$ cat src/rtl/pio_mailbox_pkg.sv
// Shared register offsets and field positions for the PIO mailbox.
package pio_mailbox_pkg;

    localparam logic [3:0] REG_DATA   = 4'h0;
    localparam logic [3:0] REG_STATUS = 4'h1;
    localparam logic [3:0] REG_IRQ_EN = 4'h2;
    localparam logic [3:0] REG_ERR    = 4'h3;
    localparam logic [3:0] REG_SHARED = 4'h4;

    localparam int unsigned STATUS_RX_VALID   = 0;
    localparam int unsigned STATUS_TX_FULL    = 1;
    localparam int unsigned STATUS_RX_LVL_LSB = 8;
    localparam int unsigned STATUS_TX_LVL_LSB = 16;

    localparam int unsigned ERR_OVERFLOW  = 0;
    localparam int unsigned ERR_UNDERFLOW = 1;

    // Pack the STATUS word from its fields; unused bits read 0.
    function automatic logic [31:0] status_word(input logic rx_valid, input logic tx_full,
                                                input logic [7:0] rx_lvl,
                                                input logic [7:0] tx_lvl);
        logic [31:0] w;
        w = '0;
        w[STATUS_RX_VALID] = rx_valid;
        w[STATUS_TX_FULL]  = tx_full;
        w[STATUS_RX_LVL_LSB +: 8] = rx_lvl;
        w[STATUS_TX_LVL_LSB +: 8] = tx_lvl;
        return w;
    endfunction

endpackage

$ cat src/rtl/pio_mailbox_fifo.sv
// Flop-array FIFO for one mailbox direction. A push on full is accepted only when a pop
// frees the head slot in the same cycle; a pop on empty is refused.
module pio_mailbox_fifo #(
    parameter int unsigned DATA_W = 32,
    parameter int unsigned ADDR_W = 3
) (
    input  logic              clk,
    input  logic              reset,
    input  logic              push,
    input  logic [DATA_W-1:0] push_data,
    input  logic              pop,
    output logic              push_ok,
    output logic              pop_ok,
    output logic [ADDR_W:0]   level,
    output logic [DATA_W-1:0] head,
    output logic              full,
    output logic              empty
);
    import pio_mailbox_pkg::*;

    localparam int unsigned DEPTH = 2 ** ADDR_W;

    logic [DATA_W-1:0] mem [DEPTH];
    logic [ADDR_W-1:0] wr_ptr;
    logic [ADDR_W-1:0] rd_ptr;
    logic [ADDR_W:0]   count;

    assign empty   = (count == '0);
    assign full    = (count == (ADDR_W + 1)'(DEPTH));
    assign pop_ok  = pop & ~empty;
    assign push_ok = push & (~full | pop_ok);
    assign level   = count;
    // Empty head reads as zero so an underflowing read returns 0.
    assign head    = empty ? '0 : mem[rd_ptr];

    // Storage array: written only on an accepted push, no reset needed (head is gated).
    always_ff @(posedge clk) begin
        if (push_ok) begin
            mem[wr_ptr] <= push_data;
        end
    end

    // Pointers wrap naturally at DEPTH; count tracks net push/pop.
    always_ff @(posedge clk or posedge reset) begin
        if (reset) begin
            wr_ptr <= '0;
            rd_ptr <= '0;
            count  <= '0;
        end else begin
            if (push_ok) wr_ptr <= wr_ptr + 1'b1;
            if (pop_ok)  rd_ptr <= rd_ptr + 1'b1;
            unique case ({push_ok, pop_ok})
                2'b10:   count <= count + 1'b1;
                2'b01:   count <= count - 1'b1;
                default: count <= count;
            endcase
        end
    end

endmodule

$ cat src/rtl/pio_mailbox.sv
// Dual-port mailbox: two FIFOs (A->B, B->A), per-port status/IRQ/error registers and a
// legacy shared word where port A wins same-cycle write collisions.
module pio_mailbox #(
    parameter int unsigned ADDR_W = 3,
    parameter int unsigned DATA_W = 32
) (
    input  logic              clk,
    input  logic              reset,
    input  logic [3:0]        address_a,
    input  logic [DATA_W-1:0] writedata_a,
    input  logic              write_a,
    input  logic              read_a,
    output logic [DATA_W-1:0] readdata_a,
    output logic              irq_a,
    input  logic [3:0]        address_b,
    input  logic [DATA_W-1:0] writedata_b,
    input  logic              write_b,
    input  logic              read_b,
    output logic [DATA_W-1:0] readdata_b,
    output logic              irq_b
);
    import pio_mailbox_pkg::*;

    logic            push_a, pop_a, push_b, pop_b;
    logic            a2b_push_ok, a2b_pop_ok, a2b_full, a2b_empty;
    logic            b2a_push_ok, b2a_pop_ok, b2a_full, b2a_empty;
    logic [ADDR_W:0] a2b_level, b2a_level;
    logic [DATA_W-1:0] a2b_head, b2a_head;

    logic [1:0]        err_a, err_b, err_a_d, err_b_d;
    logic              irq_en_a, irq_en_b;
    logic [DATA_W-1:0] shared_word;

    assign push_a = write_a & (address_a == REG_DATA);
    assign pop_a  = read_a  & (address_a == REG_DATA);
    assign push_b = write_b & (address_b == REG_DATA);
    assign pop_b  = read_b  & (address_b == REG_DATA);

    pio_mailbox_fifo #(.DATA_W(DATA_W), .ADDR_W(ADDR_W)) u_a2b (
        .clk       (clk),
        .reset     (reset),
        .push      (push_a),
        .push_data (writedata_a),
        .pop       (pop_b),
        .push_ok   (a2b_push_ok),
        .pop_ok    (a2b_pop_ok),
        .level     (a2b_level),
        .head      (a2b_head),
        .full      (a2b_full),
        .empty     (a2b_empty)
    );

    pio_mailbox_fifo #(.DATA_W(DATA_W), .ADDR_W(ADDR_W)) u_b2a (
        .clk       (clk),
        .reset     (reset),
        .push      (push_b),
        .push_data (writedata_b),
        .pop       (pop_a),
        .push_ok   (b2a_push_ok),
        .pop_ok    (b2a_pop_ok),
        .level     (b2a_level),
        .head      (b2a_head),
        .full      (b2a_full),
        .empty     (b2a_empty)
    );

    // Sticky error next-state: W1C clears, a same-cycle new error overrides the clear.
    always_comb begin
        logic [1:0] clr_a, clr_b, set_a, set_b;
        clr_a = (write_a && address_a == REG_ERR) ? writedata_a[1:0] : 2'b00;
        clr_b = (write_b && address_b == REG_ERR) ? writedata_b[1:0] : 2'b00;
        set_a = '0;
        set_b = '0;
        set_a[ERR_OVERFLOW]  = push_a & ~a2b_push_ok;
        set_a[ERR_UNDERFLOW] = pop_a  & ~b2a_pop_ok;
        set_b[ERR_OVERFLOW]  = push_b & ~b2a_push_ok;
        set_b[ERR_UNDERFLOW] = pop_b  & ~a2b_pop_ok;
        err_a_d = (err_a & ~clr_a) | set_a;
        err_b_d = (err_b & ~clr_b) | set_b;
    end

    // Control/status registers; port A has priority on the shared word.
    always_ff @(posedge clk or posedge reset) begin
        if (reset) begin
            err_a       <= '0;
            err_b       <= '0;
            irq_en_a    <= 1'b0;
            irq_en_b    <= 1'b0;
            shared_word <= '0;
        end else begin
            err_a <= err_a_d;
            err_b <= err_b_d;
            if (write_a && address_a == REG_IRQ_EN) irq_en_a <= writedata_a[0];
            if (write_b && address_b == REG_IRQ_EN) irq_en_b <= writedata_b[0];
            if (write_a && address_a == REG_SHARED) begin
                shared_word <= writedata_a;
            end else if (write_b && address_b == REG_SHARED) begin
                shared_word <= writedata_b;
            end
        end
    end

    assign irq_a = irq_en_a & ~b2a_empty;
    assign irq_b = irq_en_b & ~a2b_empty;

    // Port A read mux (zero latency).
    always_comb begin
        readdata_a = '0;
        case (address_a)
            REG_DATA:   readdata_a = b2a_head;
            REG_STATUS: readdata_a = status_word(~b2a_empty, a2b_full,
                                                 8'(b2a_level), 8'(a2b_level));
            REG_IRQ_EN: readdata_a[0] = irq_en_a;
            REG_ERR:    readdata_a[1:0] = err_a;
            REG_SHARED: readdata_a = shared_word;
            default:    readdata_a = '0;
        endcase
    end

    // Port B read mux (zero latency).
    always_comb begin
        readdata_b = '0;
        case (address_b)
            REG_DATA:   readdata_b = a2b_head;
            REG_STATUS: readdata_b = status_word(~a2b_empty, b2a_full,
                                                 8'(a2b_level), 8'(b2a_level));
            REG_IRQ_EN: readdata_b[0] = irq_en_b;
            REG_ERR:    readdata_b[1:0] = err_b;
            REG_SHARED: readdata_b = shared_word;
            default:    readdata_b = '0;
        endcase
    end

endmodule

$ cat config.mk
export PLATFORM = sky130hd
export DESIGN_NAME = pio_mailbox
export DESIGN_NICKNAME = d
export VERILOG_FILES = /design/src/rtl/pio_mailbox_pkg.sv /design/src/rtl/pio_mailbox_fifo.sv /design/src/rtl/pio_mailbox.sv
export SDC_FILE = /design/constraint.sdc
export NUM_CORES = 1
export LEC_CHECK = 0
export ABC_AREA = 1
export BUFFER_PORTS_ARGS = -buffer_cell sky130_fd_sc_hd__buf_2
export CAP_MARGIN = 20
export CORE_MARGIN = 2
export CORE_UTILIZATION = 58
export CTS_CLUSTER_SIZE = 14
export DETAILED_ROUTE_END_ITERATION = 8
export GPL_ROUTABILITY_DRIVEN = 0
export PLACE_DENSITY = 0.74
export RECOVER_POWER = 50
export SLEW_MARGIN = 25
export SYNTH_ARGS = -nofsm -noshare
export SYNTH_HDL_FRONTEND = slang
export SYNTH_HIERARCHICAL = 1
export SYNTH_SLANG_ARGS = --single-unit
$ cat constraint.sdc
create_clock -name clk -period 8.1 [get_ports clk]
set_clock_uncertainty 0.05 [all_clocks]
set_input_delay 1.215 -clock clk [delete_from_list [all_inputs] [get_ports clk]]
set_output_delay 1.215 -clock clk [all_outputs]
set_load 0.02 [all_outputs]
==> flow_summary.ini, run 1 <==
[status]
status = complete, but fails checks
failed_checks = capacitance limit, slew limit

[final_layout]
fin_nets = 2501
layout_common_cells = 537 x nor2_1, 512 x edfxtp_1, 321 x o21ai_0
area_growth_pct = 10.8
final_common_cell = nor2_1
drive_above_1_share = 0.0903

[clock_tree]
clockBufferDepth = 3
cts_sinks = 570
cts-buffers-inserted = 55
cts_resized = 0
hold_buffers = 0
h-tree-depth = 2
worstSkewPairLatency_ps = 600
clk_pin_slew_ps = 60
cts-root-buf = clkbuf_16
cts_tree = done
post_cts_buffers = 0

[global_routing]
overflow = 0
grt_usage = 0.288
grt_max_degree = 98
antenna_found_initial = 2
grt_pass1_vias = 16800
grt_pass1_wl_microns = 97300

[power_and_ir_drop]
irDropWorstVdd_uv = 216
power_per_cell_area_nw_per_um2 = 310
p_comb_frac = 0.283
p_total_w = 0.00850
p_leak_nw = 10.1
intPower_w = 0.00547
p_seq_frac = 0.422
power.switching_w = 0.00303
switching_share = 0.357
clockPowerShare = 0.295

[routing]
vias = 17700
drt_wl_total_microns = 63900
remaining_drc_errors = 0
drt-initial-drc-count = 2077
wl_per_cell_microns = 21.3
ant_nets = 0
drtPass1Iterations = 6
avgViaCountPerCell = 5.91

[worst_setup_path]
cp_slowest_cell = nand2_1
crit_chain = clkbuf_1, nand3_1, nand2_1, inv_1, nand2_1, nand2_1
path_class = in2reg
cp.required_ps = 8530
end_kind = flop
path_buf_inv = 2
critPathTopFamily = simple AND/OR/NAND/NOR gates
slowest_delay_ps = 1420
crit_arrival_ps = 6470
crit_top_cell = nand2_1
crit_fanout = 35
critPathLaunchType = input port

[floorplan]
core_area_sq_um = 42000
fp.dieArea_sq_um = 44400
ios = 144
start_util = 0.589
die_w_microns = 211
rows = 75
die_height_microns = 211

[yosys]
syn-cell-area_sq_um = 24800
synthCells = 2323
ys_seq_elements = 570
syn_avg_cell_area_sq_um = 10.7
synth_cell_types = 32
synth_warnings = 6
syn-num-nets = 2411
synth-seq-area-share = 0.679

[sta]
fin_hold_ws_ps = 431
slew_viol_final = 66
period_minus_slack_ps = 6050
rsz0062_at_grt = no
slew-limit-headroom = -0.142
tightest_slew_ps = 1710
fmax_ghz = 0.165
hold_viol = 0
finalSetupViolations = 0
fin_tns_setup_ps = 0
finalCritPeriodShare = 0.746

[job]
cap_viol_max_count = 2

[min_path]
min_path_type = reg2reg

[placement]
dp_hpwl_microns = 39300
port_buffers = 143
## synth_stat cells
cell      count  share of area
clkbuf_1     48         0.0073
nor2_1      544          0.082
nor3_1        8         0.0016
inv_2        11         0.0017
clkbuf_2     10         0.0020
buf_8         2         0.0012
nand3b_1      2        0.00061
nand3_1      85          0.017
fa_1          2         0.0016
buf_4        18         0.0055
nand3_4       1        0.00071
nand2_1     248          0.038
edfxtp_1    512           0.62
and2_1        1        0.00025
o21ai_1     180          0.036
dfrtp_1      58          0.059
buf_1         3        0.00045
nand2_4       5         0.0023
xnor2_1       2        0.00071
nand4_1      42          0.011
buf_2        46         0.0093
nor2_8        1        0.00081
buf_6        11         0.0050
ha_1          8         0.0040
inv_1       134          0.020
nor2_4        1        0.00045
xor2_1        6         0.0021
a21oi_1       4        0.00081
o21ai_0     321          0.065
nand2_2       4         0.0010
buf_12        1        0.00081
nor2_2        4         0.0010
## power groups by stage
stage	Clock [W]	Sequential, W	Combinational, W
detailed placement	0	0.00364	0.00236
global route	0.00264	0.00360	0.00268
floorplan	0	0.00344	0.00186
global placement	0	0.00363	0.00230
CTS	0.00253	0.00358	0.00238
finish	0.00251	0.00359	0.00240
## through the flow
step	setup slack, ps	cell area [sq um]	instances	util
after floorplan	3200	24800	2323	-
after global placement	3400	25700	2891	0.611
after detailed placement	3240	25800	2895	0.614
after CTS	2930	27600	2998	0.656
after global routing	1730	27400	2999	0.653
final	2050	27500	3000	0.653
## worst paths after layout
check                                       startpoint                          end  slack, ps  depth (start not counted)
max                                            write_a  shared_word[30]$_DFFE_PP0P_       2050                          6
min                        shared_word[24]$_DFFE_PP0P_  shared_word[24]$_DFFE_PP0P_        430                          2
max reg2reg                 u_a2b/level[0]$_DFFE_PP0P_    u_a2b/mem[2][6]$_DFFE_PP_       4880                          9
min reg2reg                shared_word[24]$_DFFE_PP0P_  shared_word[24]$_DFFE_PP0P_        430                          2
max in group asynchronous                        reset  shared_word[14]$_DFFE_PP0P_       5420                          3
min in group asynchronous                        reset  u_b2a/rd_ptr[1]$_DFFE_PP0N_        610                          2
## layout make-up
class	instances	area, sq um
sequential	570	16800
fill	3164	14600
multi-input combinational	1469	6690
clock buffer	85	1630
timing repair buffer	172	925
tap	539	674
inverter	145	547
clock inverter	18	141
antenna	2	5.00
## sequential cells by signal, summed over array words and instances, names as in the netlist
name	cells
u_a2b/wr_ptr	3
u_b2a/rd_ptr	3
u_b2a/wr_ptr	3
u_b2a/level	4
shared_word	32
u_a2b/mem	256
err_a	2
u_a2b/level	4
irq_en_b	1
irq_en_a	1
err_b	2
u_a2b/rd_ptr	3
u_b2a/mem	256
## cell families after synthesis
family                   synth area share
AND/OR/NAND/NOR                     0.157
flip-flops                          0.679
buffers and inverters              0.0535
adder cells (fa/ha/maj)           0.00566
AO/OA/AOI/OAI                       0.102
XOR/XNOR                          0.00283
## worst min-delay path: stages (launching register included)
cell	delay (ps)
dfrtp_1	340
nand2_1	50
nand2_1	50
## metal layers
metal / GRT usage / part of all wire / vias to the layer above
met5: 0 / 0 / -
met4: 0.123 / 0.040 / 0
met3: 0.0494 / 0.087 / 164
met2: 0.461 / 0.48 / 875
met1: 0.395 / 0.40 / 8523
li1: - / - / 8157
(Power assumes the default switching activity.)
==> run 2, diff against run 1 <==
Clock period 8.1 ns to 6.1 ns, I/O delays scaled along.
==> run 2 against run 1 <==
Effect of this change: the flow still finishes with violations (capacitance limit, slew limit); first-iteration DRC count down 3.9%; die area unchanged; hold slack worse by 110 ps; largest cell class unchanged; highest routed layer is now met5; power up 30%; non-clock buffer count up 3; critical path depth up 1.
==> flow_summary.ini, run 2 (synthesis gave the netlist of run 1 again) <==
[status]
status = complete, but fails checks
failed_checks = capacitance limit, slew limit

[final_layout]
fin_nets = 2503
fin_util = 0.652
drive_above_1_share = 0.0879
top_regs = u_a2b/mem x256, u_b2a/mem x256, shared_word x32
post-route-cell-area_sq_um = 27400
layout_common_cells = 536 x nor2_1, 512 x edfxtp_1, 322 x o21ai_0
final_common_cell = nor2_1
fillers = 3233
final_cells = 2997
area_growth_pct = 10.7

[clock_tree]
cts_resized = 0
cts_tree = done
hold_buffers = 0
worstSkewPairLatency_ps = 610
h-tree-depth = 2
cts-root-buf = clkbuf_16
post_cts_buffers = 0
cts_sinks = 570
cts-buffers-inserted = 54
clockBufferDepth = 3
clk_pin_slew_ps = 60

[global_routing]
grt_pass1_vias = 16700
overflow = 0
grt_max_degree = 104
antenna_found_initial = 2
grt_pass1_wl_microns = 94100
grt_usage = 0.277

[routing]
drtPass1Iterations = 9
avgViaCountPerCell = 5.88
wl_per_cell_microns = 20.7
drt_wl_total_microns = 61900
drt-initial-drc-count = 1996
remaining_drc_errors = 0
vias = 17600
ant_nets = 0

[sta]
fin_tns_setup_ps = 0
hold_viol = 0
slew_viol_final = 36
finalSetupViolations = 0
tightest_slew_ps = 1670
period_minus_slack_ps = 4970
fmax_ghz = 0.201
rsz0062_at_grt = no
fin_hold_ws_ps = 320
finalCritPeriodShare = 0.815
slew-limit-headroom = -0.112

[floorplan]
die_w_microns = 211
start_util = 0.589
die_height_microns = 211
rows = 75
core_area_sq_um = 42000
ios = 144
fp.dieArea_sq_um = 44400

[worst_setup_path]
crit_top_cell = nand2_1
crit_path_start = write_a
end_kind = flop
cp.required_ps = 6550
setup.worst_path.end = shared_word[15]$_DFFE_PP0P_
timing.rr.start = u_b2a/level[0]$_DFFE_PP0P_
cp_slowest_cell = nand3_1
reg2reg_slack_ps = 2770
crit_chain = buf_2, clkbuf_1, nand3_1, nand2_4, inv_1, nand2_1, nand2_1
path_class = in2reg
r2r_end = u_b2a/mem[4][13]$_DFFE_PP_
slowest_delay_ps = 1420
critPathLaunchType = input port
crit_fanout = 35
crit_arrival_ps = 5430
worst-path-stages = 7
reg2reg_depth = 8
critPathTopFamily = simple AND/OR/NAND/NOR gates
path_buf_inv = 3

[placement]
placed_area_sq_um = 25800
dp.cells = 2895
dp_hpwl_microns = 39000
port_buffers = 143

[min_path]
min_path_type = in2async

[power_and_ir_drop]
p_leak_nw = 10.1
irDropWorstVdd_uv = 265
power_per_cell_area_nw_per_um2 = 402

[job]
cap_viol_max_count = 1
## run 2: cell count changes in the layout (fill, tap and decap cells not counted), moves of 3 or more
| cell | previous run | this run |
|---|---|---|
| clkbuf_16 | 57 | 54 |
| buf_12 | 0 | 3 |
| buf_4 | 24 | 19 |
| clkinv_1 | 6 | 12 |
| buf_16 | 4 | 7 |
| clkbuf_8 | 10 | 1 |
## run 2: power breakdown
part,leakage [nW],internal [W],switching [W]
clock network,0.796,0.00172,0.00139
registers,5.31,0.00441,0.000317
logic,3.95,0.000957,0.00222
## run 2: layer usage
| layer | track usage | up-vias | wire length [microns] |
|---|---|---|---|
| met5 | 0 | - | 13 |
| met4 | 0.104 | 2 | 2190 |
| met3 | 0.0471 | 136 | 4900 |
| met2 | 0.443 | 834 | 29500 |
| met1 | 0.384 | 8470 | 25300 |
| li1 | - | 8166 | - |
## run 2: through the flow
step | worst slack [ps] | power [W]
4_1_cts | 1320 | 0.0110
6_report | 1130 | 0.0110
3_5_place_dp | 1890 | 0.00790
5_1_grt | 895 | 0.0116
3_3_place_gp | 1990 | 0.00779
2_1_floorplan | 1500 | 0.00704
## run 2: area by class of cell
cell class / count / area, sq um / area share
well taps: 539 / 674 / 0.0246
clock inverters: 28 / 194 / 0.00707
clock buffers: 70 / 1420 / 0.0518
repair buffers: 175 / 1040 / 0.0379
inverters: 145 / 548 / 0.0200
diodes: 1 / 2.50 / 0.0000913
multi-input cells: 1469 / 6700 / 0.244
flip-flops and latches: 570 / 16800 / 0.614
## run 2: how the worst min path moves through the flow
stage / startpoint / to / cells past startpoint
2_1_floorplan: err_b[0]$_DFF_PP0_ / err_b[0]$_DFF_PP0_ / 2
3_3_place_gp: err_b[0]$_DFF_PP0_ / err_b[0]$_DFF_PP0_ / 2
3_5_place_dp: shared_word[21]$_DFFE_PP0P_ / shared_word[21]$_DFFE_PP0P_ / 2
4_1_cts: reset / u_a2b/level[0]$_DFFE_PP0P_ / 2
5_1_grt: reset / u_a2b/level[0]$_DFFE_PP0P_ / 2
6_report: reset / u_b2a/level[2]$_DFFE_PP0P_ / 2
